## src/rtl/mac_accum_64_if.sv

```systemverilog
// mac_accum_64_if: the product-input and result-output bus of mac_accum_64.
//   start/len            burst start request and burst length (sampled in IDLE)
//   prod_valid/ready     product stream handshake, product is the 64-bit data
//   res_valid/ready      result handshake, result is the 64-bit sum
//   overflow             sticky saturation flag for the burst
//   busy                 block is not idle
// slave  = the accumulator side, master = the driver/consumer side.
interface mac_accum_64_if #(
  parameter int CNT_W = 8
);
  logic             start;
  logic [CNT_W-1:0] len;
  logic             prod_valid;
  logic             prod_ready;
  logic [63:0]      product;
  logic             res_valid;
  logic             res_ready;
  logic [63:0]      result;
  logic             overflow;
  logic             busy;

  modport slave (
    input  start, len, prod_valid, product, res_ready,
    output prod_ready, res_valid, result, overflow, busy
  );

  modport master (
    output start, len, prod_valid, product, res_ready,
    input  prod_ready, res_valid, result, overflow, busy
  );
endinterface

```

## src/rtl/mac_accum_64.sv

```systemverilog
// mac_accum_64: signed saturating multiply-accumulate back end.
// Sums a burst of len signed 64-bit products into a saturating 64-bit
// accumulator, then offers the sum (and a sticky overflow flag) on a
// valid/ready result port.
// Ports:
//   clk    rising-edge system clock
//   rst_n  asynchronous active-low reset
//   bus    mac_accum_64_if.slave (start/len, product stream, result, busy)
module mac_accum_64 #(
  parameter int CNT_W = 8
) (
  input  logic                 clk,
  input  logic                 rst_n,
  mac_accum_64_if.slave        bus
);

  typedef enum logic [1:0] {
    IDLE  = 2'd0,
    ACCUM = 2'd1,
    DONE  = 2'd2
  } state_t;

  localparam logic [63:0] SAT_POS = 64'h7FFF_FFFF_FFFF_FFFF;
  localparam logic [63:0] SAT_NEG = 64'h8000_0000_0000_0000;
  localparam logic [CNT_W-1:0] ONE = CNT_W'(1);

  state_t           state_q, state_d;
  logic [63:0]      acc_q, acc_d;
  logic [CNT_W-1:0] remaining_q, remaining_d;
  logic             ovf_q, ovf_d;

  logic [64:0]      sum_ext;
  logic             sat_hit;
  logic [63:0]      sat_val;

  // 65-bit sign-extended sum: bits 64 and 63 disagree exactly when the
  // true sum does not fit in 64 bits; bit 64 then gives the true sign.
  always_comb begin
    sum_ext = {acc_q[63], acc_q} + {bus.product[63], bus.product};
    sat_hit = sum_ext[64] ^ sum_ext[63];
    sat_val = sum_ext[63:0];
    if (sat_hit) begin
      sat_val = sum_ext[64] ? SAT_NEG : SAT_POS;
    end
  end

  always_comb begin
    state_d     = state_q;
    acc_d       = acc_q;
    remaining_d = remaining_q;
    ovf_d       = ovf_q;
    case (state_q)
      IDLE: begin
        if (bus.start) begin
          acc_d = '0;
          ovf_d = 1'b0;
          if (bus.len != '0) begin
            remaining_d = bus.len;
            state_d     = ACCUM;
          end else begin
            state_d = DONE;
          end
        end
      end
      ACCUM: begin
        // prod_ready is constantly high here, so prod_valid alone marks a transfer.
        if (bus.prod_valid) begin
          acc_d       = sat_val;
          ovf_d       = ovf_q | sat_hit;
          remaining_d = remaining_q - ONE;
          if (remaining_q == ONE) begin
            state_d = DONE;
          end
        end
      end
      DONE: begin
        if (bus.res_ready) begin
          state_d = IDLE;
        end
      end
      default: state_d = IDLE;
    endcase
  end

  always_ff @(posedge clk or negedge rst_n) begin
    if (!rst_n) begin
      state_q     <= IDLE;
      acc_q       <= '0;
      remaining_q <= '0;
      ovf_q       <= 1'b0;
    end else begin
      state_q     <= state_d;
      acc_q       <= acc_d;
      remaining_q <= remaining_d;
      ovf_q       <= ovf_d;
    end
  end

  // Outputs come straight from state/registers; result and overflow are
  // visible in every state and qualified only by res_valid.
  assign bus.prod_ready = (state_q == ACCUM);
  assign bus.res_valid  = (state_q == DONE);
  assign bus.busy       = (state_q != IDLE);
  assign bus.result     = acc_q;
  assign bus.overflow   = ovf_q;

endmodule

```

## src/flat_wrapper.sv

```systemverilog
// flat-port wrapper written by rule: the top's interface ports become plain ports
module mac_accum_64_flat 
#(
  parameter int CNT_W = 8
)
  (clk, rst_n, bus_start, bus_len, bus_prod_valid, bus_product, bus_res_ready, bus_prod_ready, bus_res_valid, bus_result, bus_overflow, bus_busy);
  mac_accum_64_if #(.CNT_W(CNT_W)) bus_i ();
  input  logic clk;
  input  logic rst_n;
  input wire logic [$bits(bus_i.start)-1:0] bus_start;
  input wire logic [$bits(bus_i.len)-1:0] bus_len;
  input wire logic [$bits(bus_i.prod_valid)-1:0] bus_prod_valid;
  input wire logic [$bits(bus_i.product)-1:0] bus_product;
  input wire logic [$bits(bus_i.res_ready)-1:0] bus_res_ready;
  output wire logic [$bits(bus_i.prod_ready)-1:0] bus_prod_ready;
  output wire logic [$bits(bus_i.res_valid)-1:0] bus_res_valid;
  output wire logic [$bits(bus_i.result)-1:0] bus_result;
  output wire logic [$bits(bus_i.overflow)-1:0] bus_overflow;
  output wire logic [$bits(bus_i.busy)-1:0] bus_busy;
  assign bus_i.start = bus_start;
  assign bus_i.len = bus_len;
  assign bus_i.prod_valid = bus_prod_valid;
  assign bus_i.product = bus_product;
  assign bus_i.res_ready = bus_res_ready;
  assign bus_prod_ready = bus_i.prod_ready;
  assign bus_res_valid = bus_i.res_valid;
  assign bus_result = bus_i.result;
  assign bus_overflow = bus_i.overflow;
  assign bus_busy = bus_i.busy;
  mac_accum_64 #(.CNT_W(CNT_W)) u_core (.clk(clk), .rst_n(rst_n), .bus(bus_i));
endmodule
```

## config.mk

```make
export PLATFORM = sky130hd
export DESIGN_NAME = mac_accum_64_flat
export DESIGN_NICKNAME = d
export VERILOG_FILES = /design/src/rtl/mac_accum_64_if.sv /design/src/rtl/mac_accum_64.sv /design/src/flat_wrapper.sv
export SDC_FILE = /design/constraint.sdc
export NUM_CORES = 1
export LEC_CHECK = 0
export ABC_AREA = 0
export CAP_MARGIN = 30
export CORE_MARGIN = 3
export CORE_UTILIZATION = 55
export DETAILED_ROUTE_END_ITERATION = 12
export HOLD_SLACK_MARGIN = 0.03
export PLACE_DENSITY = 0.82
export RECOVER_POWER = 25
export SLEW_MARGIN = 0
export SYNTH_ARGS = -nofsm -noshare
export SYNTH_HDL_FRONTEND = slang
export SYNTH_SLANG_ARGS = --single-unit
export TNS_END_PERCENT = 1
```

## constraint.sdc

```tcl
create_clock -name clk -period 5.1 [get_ports clk]
set_input_delay 1.53 -clock clk [delete_from_list [all_inputs] [get_ports clk]]
set_output_delay 1.53 -clock clk [all_outputs]
set_load 0.01 [all_outputs]
```

==> impl_metrics.toml, run 1 <==
[die]
die_area_um2 = 14290
io_pins = 145
rows = 40
initial_utilization = 0.5760
die_height_um = 119.6
core_area_um2 = 12310
dieWidth_um = 119.6

[yosys]
synth.avg_cell_area_um2 = 7.513
synthFlopType = "dfrtp_1"
ys_top_cells_by_area = "dfrtp_1 26%, ha_1 12%, o21ai_0 8.0%"
syn-num-nets = 1088
synth_largest_area_cell = "dfrtp_1"
synth_top_area_share = 0.2646
yosysMostFrequentCell = "nand2_1"
yosys-top-cells-count = "130 x nand2_1, 120 x nor2_1, 113 x o21ai_0"
synth_area_um2 = 7092
synthCells = 944
ys_warn_count = 0
synth_edf_count = 0
netlist-cell-type-count = 63
async_reset_ff_frac = 1.000
ys_seq_area_frac = 0.2646
synth_seq_cells = 75

[worst_setup_path]
start_kind = "input port"
critPathMaxFanout = 35
crit_arrival_ns = 4.96
critPathCaptureType = "flop"
worstSetupPathType = "in -> reg"
reg2reg_slack_ns = 1.55
required_ns = 5.32

[sta]
finClkSkew_ns = 0.006797
setup_viol = 0
tightest_slew_ns = 1.476
relSlewSlack = 0.01609
hold_viol_final = 0
rsz0062_at_grt = "false"
fin_tns_setup_ns = 0
min_period_ns = 4.740
maxSlewViolCount = 0
min_period_over_period = 0.9294
timing.final.ws_setup_ns = 0.3600
max_freq_mhz = 211.0
hold_ws_ns = 0.5093

[global_route]
grt_pass1_wl_um = 34720
grt_antenna_before_repair = 0
grt_pass1_vias = 7182
grt_max_degree = 76
grt-ovfl-total = 0
grt.total_usage = 0.2916

[power_and_ir_drop]
p_leak_nw = 3.983
switchingPower_w = 0.002520
share_comb_of_total_power = 0.663
fin_total_pwr_w = 0.005408
cellPowerDensity_nw_per_um2 = 597.7
seqPwrFrac = 0.194
internal-power_w = 0.002888
ir_drop_mv = 0.4035
p_sw_frac = 0.4660
pwr-share-clk = 0.143

[detailed_routing]
drt-total-wl_um = 20770
via_per_inst = 6.029
drc = 0
drtIter0Drc = 520
drt.antenna.violating_nets = 0
firstDrtPassIters = 5
routedWlPerCell_um = 16.63
vias = 7530

[finish]
nets = 1220
diodes = 0
area_growth_pct = 27.58
drive_above_1_share = 0.04625
final_util = 0.7349

[cts]
cts.sinks = 75
clockBufferDepth = 2
cts_resized = 0
clkTransAtPathRegs_ns = 0.06
cts_tree = "built"
cts_buffers = 9
root_buffer = "clkbuf_16"
postCtsSetupRepairBufs = 0
postCtsHoldBufs = 0
insertion_delay_ns = 0.35
htreeDepth = 3

[placement]
dpl.hpwl_um = 15500
gp_congestion = 0.9849
dpl_worst_slack_ns = 0.01801
port-buffer-count = 144

[min_path]
hold_path_class = "reg -> reg"

[status]
status = "finished, final reports clean"

[run]
maxCapViolCount = 0
-- power groups by stage --
| stage | sequential [W] | combinational (W) | clock [W] |
|---|---|---|---|
| 2_1_floorplan | 0.00110 | 0.00237 | 0 |
| 3_3_place_gp | 0.00105 | 0.00347 | 0 |
| 3_5_place_dp | 0.00106 | 0.00351 | 0 |
| 4_1_cts | 0.00105 | 0.00356 | 0.000778 |
| 5_1_grt | 0.00109 | 0.00398 | 0.000800 |
| 6_report | 0.00105 | 0.00359 | 0.000772 |
-- layout make-up --
| type | instances | area [um^2] |
|---|---|---|
| Multi-Input combinational cell | 800 | 4883 |
| Fill cell | 994 | 3264 |
| Sequential cell | 75 | 1877 |
| Timing Repair Buffer | 166 | 1635 |
| Clock buffer | 10 | 239.0 |
| Tap cell | 168 | 210.2 |
| Clock inverter | 6 | 112.6 |
| Inverter | 24 | 90.09 |
-- critical path, stage by stage --
cell             delay [ns]
clkdlybuf4s50_1        0.41
ha_1                   0.23
fa_1                   0.42
a211oi_1               0.21
o21ai_0                0.15
o221ai_1               0.34
o21ai_0                0.18
o211ai_1               0.21
nand3_1                0.15
or3_4                  0.38
or2_4                  0.25
o2111ai_4              0.14
buf_12                 0.23
o21ai_0                0.13
-- stage by stage --
| stage | instance area (um^2) | cells |
|---|---|---|
| 2_1_floorplan | 7092 | 944 |
| 3_3_place_gp | 8695 | 1232 |
| 3_5_place_dp | 8695 | 1232 |
| 4_1_cts | 9046 | 1248 |
| 5_1_grt | 9047 | 1249 |
| 6_report | 9047 | 1249 |
-- kinds of logic after synthesis --
| logic type | synth area share |
|---|---|
| compound gates | 0.2816 |
| xor+xnor | 0.07163 |
| fa+ha+maj | 0.1193 |
| buf+inv | 0.04711 |
| flops | 0.2646 |
| mux | 0.002823 |
| simple gates | 0.2130 |
-- placed cells by master (no fill, tap or decap), drive strengths merged, types with 17 or more instances in the layout --
cell,synthesis,final
a21o,26,26
a21oi,97,97
buf,14,21
clkdlybuf4s50,0,143
dfrtp,75,75
ha,66,66
inv,24,24
nand2,130,130
nand3,18,18
nand4,17,17
nor2,120,120
o21ai,119,119
o21bai,19,19
xnor2,38,38
xor2,20,20
-- metal layers --
| metal | GRT usage | vias to the layer above | part of all wire |
|---|---|---|---|
| li1 | - | 3658 | - |
| met1 | 0.3896 | 3526 | 0.44 |
| met2 | 0.4770 | 305 | 0.46 |
| met3 | 0.06032 | 41 | 0.077 |
| met4 | 0.08948 | 0 | 0.020 |
| met5 | 0 | - | 0 |
-- flip-flops by register name, summed over array words and instances (netlist names) --
register             flops
u_core.state_q           2
u_core.remaining_q       8
u_core.bus.result       64
u_core.bus.overflow      1
-- final timing paths --
| path | startpoint | cells after the start | endpoint |
|---|---|---|---|
| min reg2reg | u_core.remaining_q[6] | 2 | u_core.remaining_q[6] |
| max reg2reg | u_core.bus.result[0] | 13 | u_core.bus.result[12] |
| min in group asynchronous | rst_n | 1 | u_core.bus.result[24] |
| max in group asynchronous | rst_n | 2 | u_core.bus.result[59] |
| max | bus_product[0] | 14 | u_core.bus.result[12] |
| min | u_core.remaining_q[6] | 2 | u_core.remaining_q[6] |
Power figures use the tool's default switching activity.
==> inputs of run 2 (changes only) <==
CAP_MARGIN = default   (was 30)
==> run 2 against run 1 <==
Against the previous run: the run now ends with max-capacitance violations, max-slew violations left; core utilization is essentially flat; largest power group unchanged; critical endpoint unchanged; critical path depth is the same; worst hold slack worse by 0.00095 ns; sequential power barely moved; power about the same; flip-flop and latch count did not move; sequential share of layout area is essentially flat.
==> impl_metrics.toml, run 2 (synthesis gave the netlist of run 1 again) <==
[status]
status = "complete, but fails checks"
violations = "max-capacitance violations, max-slew violations"

[die]
initial_utilization = 0.5760
dieWidth_um = 119.6
io_pins = 145
die_area_um2 = 14290
rows = 40
core_area_um2 = 12310
die_height_um = 119.6

[cts]
root_buffer = "clkbuf_16"
clockBufferDepth = 2
htreeDepth = 3
postCtsSetupRepairBufs = 0
insertion_delay_ns = 0.35
cts_resized = 0
cts_buffers = 9
cts_tree = "built"
clkTransAtPathRegs_ns = 0.06
postCtsHoldBufs = 0
cts.sinks = 75

[global_route]
grt_pass1_vias = 7182
grt_max_degree = 76
grt_pass1_wl_um = 34720
grt_antenna_before_repair = 0
grt-ovfl-total = 0
grt.total_usage = 0.2916

[run]
maxCapViolCount = 1

[sta]
min_period_over_period = 0.9288
finClkSkew_ns = 0.006174
tightest_slew_ns = 1.896
maxSlewViolCount = 76
min_period_ns = 4.737
hold_viol_final = 0
relSlewSlack = -0.2637
fin_tns_setup_ns = 0
max_freq_mhz = 211.1
rsz0062_at_grt = "false"
setup_viol = 0

[detailed_routing]
firstDrtPassIters = 7
vias = 7534
routedWlPerCell_um = 16.66
drt-total-wl_um = 20790
drt.antenna.violating_nets = 0
drtIter0Drc = 468
drc = 0
via_per_inst = 6.037

[worst_setup_path]
critPathCaptureType = "flop"
worstSetupPathType = "in -> reg"
start_kind = "input port"
critPathMaxFanout = 35
crit_arrival_ns = 4.95
required_ns = 5.32

[power_and_ir_drop]
ir_drop_mv = 0.4054
internal-power_w = 0.002888
cellPowerDensity_nw_per_um2 = 598.4
seqPwrFrac = 0.194
share_comb_of_total_power = 0.663
switchingPower_w = 0.002524
fin_total_pwr_w = 0.005412
p_leak_nw = 3.982
p_sw_frac = 0.4664
pwr-share-clk = 0.143

[finish]
seq_area_um2 = 1877
multiInputGateArea_um2 = 4883
area_growth_pct = 27.52
nets = 1219
layout_common_cells = "143 x clkdlybuf4s50_1, 129 x nand2_1, 120 x nor2_1"
fillCellCount = 994
drive_above_1_share = 0.04630
final_common_cell = "clkdlybuf4s50_1"
diodes = 0
largest_reg_flops = 64

[placement]
port-buffer-count = 144
dpl.hpwl_um = 15500
gp_congestion = 0.9849

[min_path]
hold_path_class = "reg -> reg"
==> run 2: cell types whose count changed in the layout (fill, tap and decap cells not counted), sizes merged <==
cell	before	now
clkbuf	12	11
==> run 2: path summary, 6_finish.rpt <==
| kind | start | end | slack [ns] | cells past startpoint |
|---|---|---|---|---|
| worst max-delay path | bus_product[0] | u_core.bus.result[12] | 0.36 | 14 |
| worst max register to register | u_core.bus.result[0] | u_core.bus.result[12] | 1.55 | 13 |
| min in group asynchronous | rst_n | u_core.bus.result[25] | 1.70 | 1 |
| max in group asynchronous | rst_n | u_core.bus.result[63] | 2.26 | 1 |
| worst min-delay path | u_core.remaining_q[6] | u_core.remaining_q[6] | 0.51 | 2 |
| worst min register to register | u_core.remaining_q[6] | u_core.remaining_q[6] | 0.51 | 2 |
==> run 2: worst max-delay path, cell delays in order <==
cell and delay (ns):
clkdlybuf4s50_1 0.41, ha_1 0.23, fa_1 0.42, a211oi_1 0.21, o21ai_0 0.15, o221ai_1 0.33, o21ai_0 0.17, o211ai_1 0.21
nand3_1 0.15, or3_4 0.38, or2_4 0.25, o2111ai_4 0.14, buf_12 0.23, o21ai_0 0.13
==> run 2: area by class of cell <==
class,count,area share
Sequential cell,75,0.2075
Clock inverter,6,0.01245
Inverter,24,0.009961
Timing Repair Buffer,165,0.1804
Clock buffer,10,0.02643
Multi-Input combinational cell,800,0.5400
Tap cell,168,0.02324
==> run 2: power by group through the flow <==
stage / Combinational, W / Sequential, W / Clock [W]
after global placement: 0.00347 / 0.00105 / 0
after CTS: 0.00356 / 0.00105 / 0.000778
after floorplan: 0.00237 / 0.00110 / 0
final: 0.00359 / 0.00105 / 0.000774
after detailed placement: 0.00351 / 0.00106 / 0
after global routing: 0.00398 / 0.00109 / 0.000798
==> run 2: per-stage QoR <==
step / worst slack (ns) / hold slack (ns) / instances / cell area, um^2 / utilization
global placement: 0.1190 / 0.4927 / 1232 / 8695 / 0.7062
global route: 0.05282 / 0.5479 / 1248 / 9044 / 0.7346
finish: 0.3632 / 0.5083 / 1248 / 9044 / 0.7346
CTS: 0.3689 / 0.5109 / 1248 / 9046 / 0.7348
detailed placement: 0.01801 / 0.4971 / 1232 / 8695 / 0.7062
floorplan: 0.7158 / 0.4713 / 944 / 7092 / -
==> run 2: metal layers <==
| metal | global-route usage | vias to the layer above | part of all wire |
|---|---|---|---|
| met5 | 0 | - | 0 |
| met4 | 0.08948 | 0 | 0.019 |
| met1 | 0.3896 | 3536 | 0.44 |
| met2 | 0.4770 | 306 | 0.46 |
| met3 | 0.06032 | 40 | 0.072 |
| li1 | - | 3652 | - |
==> inputs of run 3 (changes only) <==
CELL_PAD_IN_SITES_DETAIL_PLACEMENT = 2   (was default)
CELL_PAD_IN_SITES_GLOBAL_PLACEMENT = 2   (was default)
CORE_UTILIZATION = 32   (was 55)
PLACE_DENSITY = 0.84   (was 0.82)
==> run 3 against run 2 <==
Against the previous run: the flow still finishes with violations (max-capacitance violations, max-slew violations); largest cell class unchanged; core utilization down 29 points; die area increased by 68%; sequential power hardly changed; global-route usage shrank 4.3 points; non-clock buffer count rose by 38; cell area grew 4.3%; clock power down 14%; sequential share of layout area fell by 0.86 points; power rose by 6.8%.
==> impl_metrics.toml, run 3 (synthesis gave the netlist of run 1 again) <==
[cts]
htreeDepth = 3
clockBufferDepth = 2
cts_buffers = 9
clkTransAtPathRegs_ns = 0.07
root_buffer = "clkbuf_16"
postCtsHoldBufs = 0
insertion_delay_ns = 0.37
postCtsSetupRepairBufs = 0
cts.sinks = 75
cts_resized = 0
cts_tree = "built"

[die]
io_pins = 145
rows = 53
die_area_um2 = 23980
core_area_um2 = 21420
dieWidth_um = 154.9
die_height_um = 154.9
initial_utilization = 0.3311

[status]
violations = "max-capacitance violations, max-slew violations"
status = "complete, but fails checks"

[power_and_ir_drop]
switchingPower_w = 0.002899
seqPwrFrac = 0.184
pwr-share-clk = 0.115
ir_drop_mv = 0.2583
share_comb_of_total_power = 0.701
p_leak_nw = 4.132
cellPowerDensity_nw_per_um2 = 612.7
internal-power_w = 0.002883
p_sw_frac = 0.5014

[detailed_routing]
vias = 7825
drc = 0
routedWlPerCell_um = 21.28
drtIter0Drc = 423
firstDrtPassIters = 4
via_per_inst = 5.617
drt-total-wl_um = 29640
drt.antenna.violating_nets = 0

[finish]
fillCellCount = 2479
area_growth_pct = 33.06
finalInstanceArea_um2 = 9437
final_common_cell = "clkdlybuf4s50_1"
drive_above_1_share = 0.08140
largest_reg_flops = 64
diodes = 0
layout_common_cells = "143 x clkdlybuf4s50_1, 129 x nand2_1, 120 x nor2_1"
nets = 1257

[global_route]
grt_pass1_vias = 8898
grt_pass1_wl_um = 48530
grt.total_usage = 0.2489
grt_antenna_before_repair = 0
grt_max_degree = 76
grt-ovfl-total = 0

[min_path]
hold_depth = 2
hold_path_class = "reg -> reg"

[worst_setup_path]
critPathCaptureType = "flop"
endpoint = "u_core.bus.result[47]"
max_stage_delay_ns = 0.46
ff2ff_path_depth = 13
reg2reg_slack_ns = 1.37
worstSetupPathType = "in -> reg"
cp_top_family = "simple AND/OR/NAND/NOR gates"
cp_num_buf_inv = 3
cp_slowest_cell = "o41a_1"
worstSetupStartpoint = "bus_product[7]"
critPathMaxFanout = 39
reg2reg_from = "u_core.bus.result[7]"
crit_arrival_ns = 5.16
path_cells = "clkdlybuf4s50_1 -> ha_1 -> nand4_1 -> nor4_1 -> nor2_1 -> buf_4 -> a21oi_2 -> o21ai_2 -> o41a_1 -> or3_4 -> or2_4 -> o2111ai_4 -> buf_12 -> o21ai_0"
start_kind = "input port"
cp.depth = 14
required_ns = 5.32
r2r_end = "u_core.bus.result[47]"

[placement]
post_dp_cell_area_um2 = 9139
dpl_worst_slack_ns = -0.2158
port-buffer-count = 144
dpl.hpwl_um = 22600
gp_congestion = 0.8407

[sta]
timing.final.ws_setup_ns = 0.1610
rsz0062_at_grt = "false"
maxSlewViolCount = 76
max_freq_mhz = 202.5
relSlewSlack = -0.4325
hold_viol_final = 0
min_period_ns = 4.939
finClkSkew_ns = 0.01131
min_period_over_period = 0.9684
tightest_slew_ns = 2.149
setup_viol = 0

[run]
maxCapViolCount = 1
run 3: metrics by stage:
stage               std cells  power [W]  hold WS [ns]  utilization  setup TNS [ns]
finish                   1393   0.005782        0.5227       0.4406               0
global route             1393   0.006303        0.5613       0.4406               0
CTS                      1393   0.005802        0.5294       0.4399               0
detailed placement       1377   0.005060        0.5108       0.4267          -9.226
global placement         1377   0.004847        0.4938       0.4267          -1.796
floorplan                 944   0.003466        0.4713            -               0
run 3: per-layer routing:
metal / global-route usage / wire length [um]
met5: 0 / 0
met4: 0.06308 / 509
met1: 0.3156 / 13140
met3: 0.03588 / 1038
met2: 0.4442 / 14960
run 3: area by class of cell:
| cell class | instances | area [um^2] | area share |
|---|---|---|---|
| Tap cell | 275 | 344.1 | 0.03646 |
| Clock buffer | 9 | 225.2 | 0.02387 |
| Clock inverter | 7 | 58.81 | 0.006232 |
| Inverter | 24 | 90.09 | 0.009547 |
| Sequential cell | 75 | 1877 | 0.1989 |
| Timing Repair Buffer | 203 | 1942 | 0.2058 |
| Multi-Input combinational cell | 800 | 4900 | 0.5192 |
run 3: worst min-delay path by stage:
stage | start | endpoint | slack [ns]
detailed placement | u_core.bus.result[23] | u_core.bus.result[23] | 0.51
global placement | u_core.bus.result[38] | u_core.bus.result[38] | 0.49
global route | u_core.bus.result[63] | u_core.bus.result[63] | 0.56
floorplan | u_core.remaining_q[6] | u_core.remaining_q[6] | 0.47
CTS | u_core.bus.result[38] | u_core.bus.result[38] | 0.53
finish | u_core.bus.result[38] | u_core.bus.result[38] | 0.52
run 3: worst min-delay path, delay by kind of cell, from the launching register on:
kind / cells / cell delay, ns
DFF: 1 / 0.37
and+or+nand+nor: 1 / 0.05
AOI/OAI and AO/OA: 1 / 0.07
run 3: power groups by stage:
stage	Combinational, W	Clock [W]	Sequential (W)
finish	0.00405	0.000663	0.00107
global route	0.00450	0.000701	0.00110
CTS	0.00406	0.000676	0.00107
detailed placement	0.00398	0	0.00108
global placement	0.00379	0	0.00106
floorplan	0.00237	0	0.00110
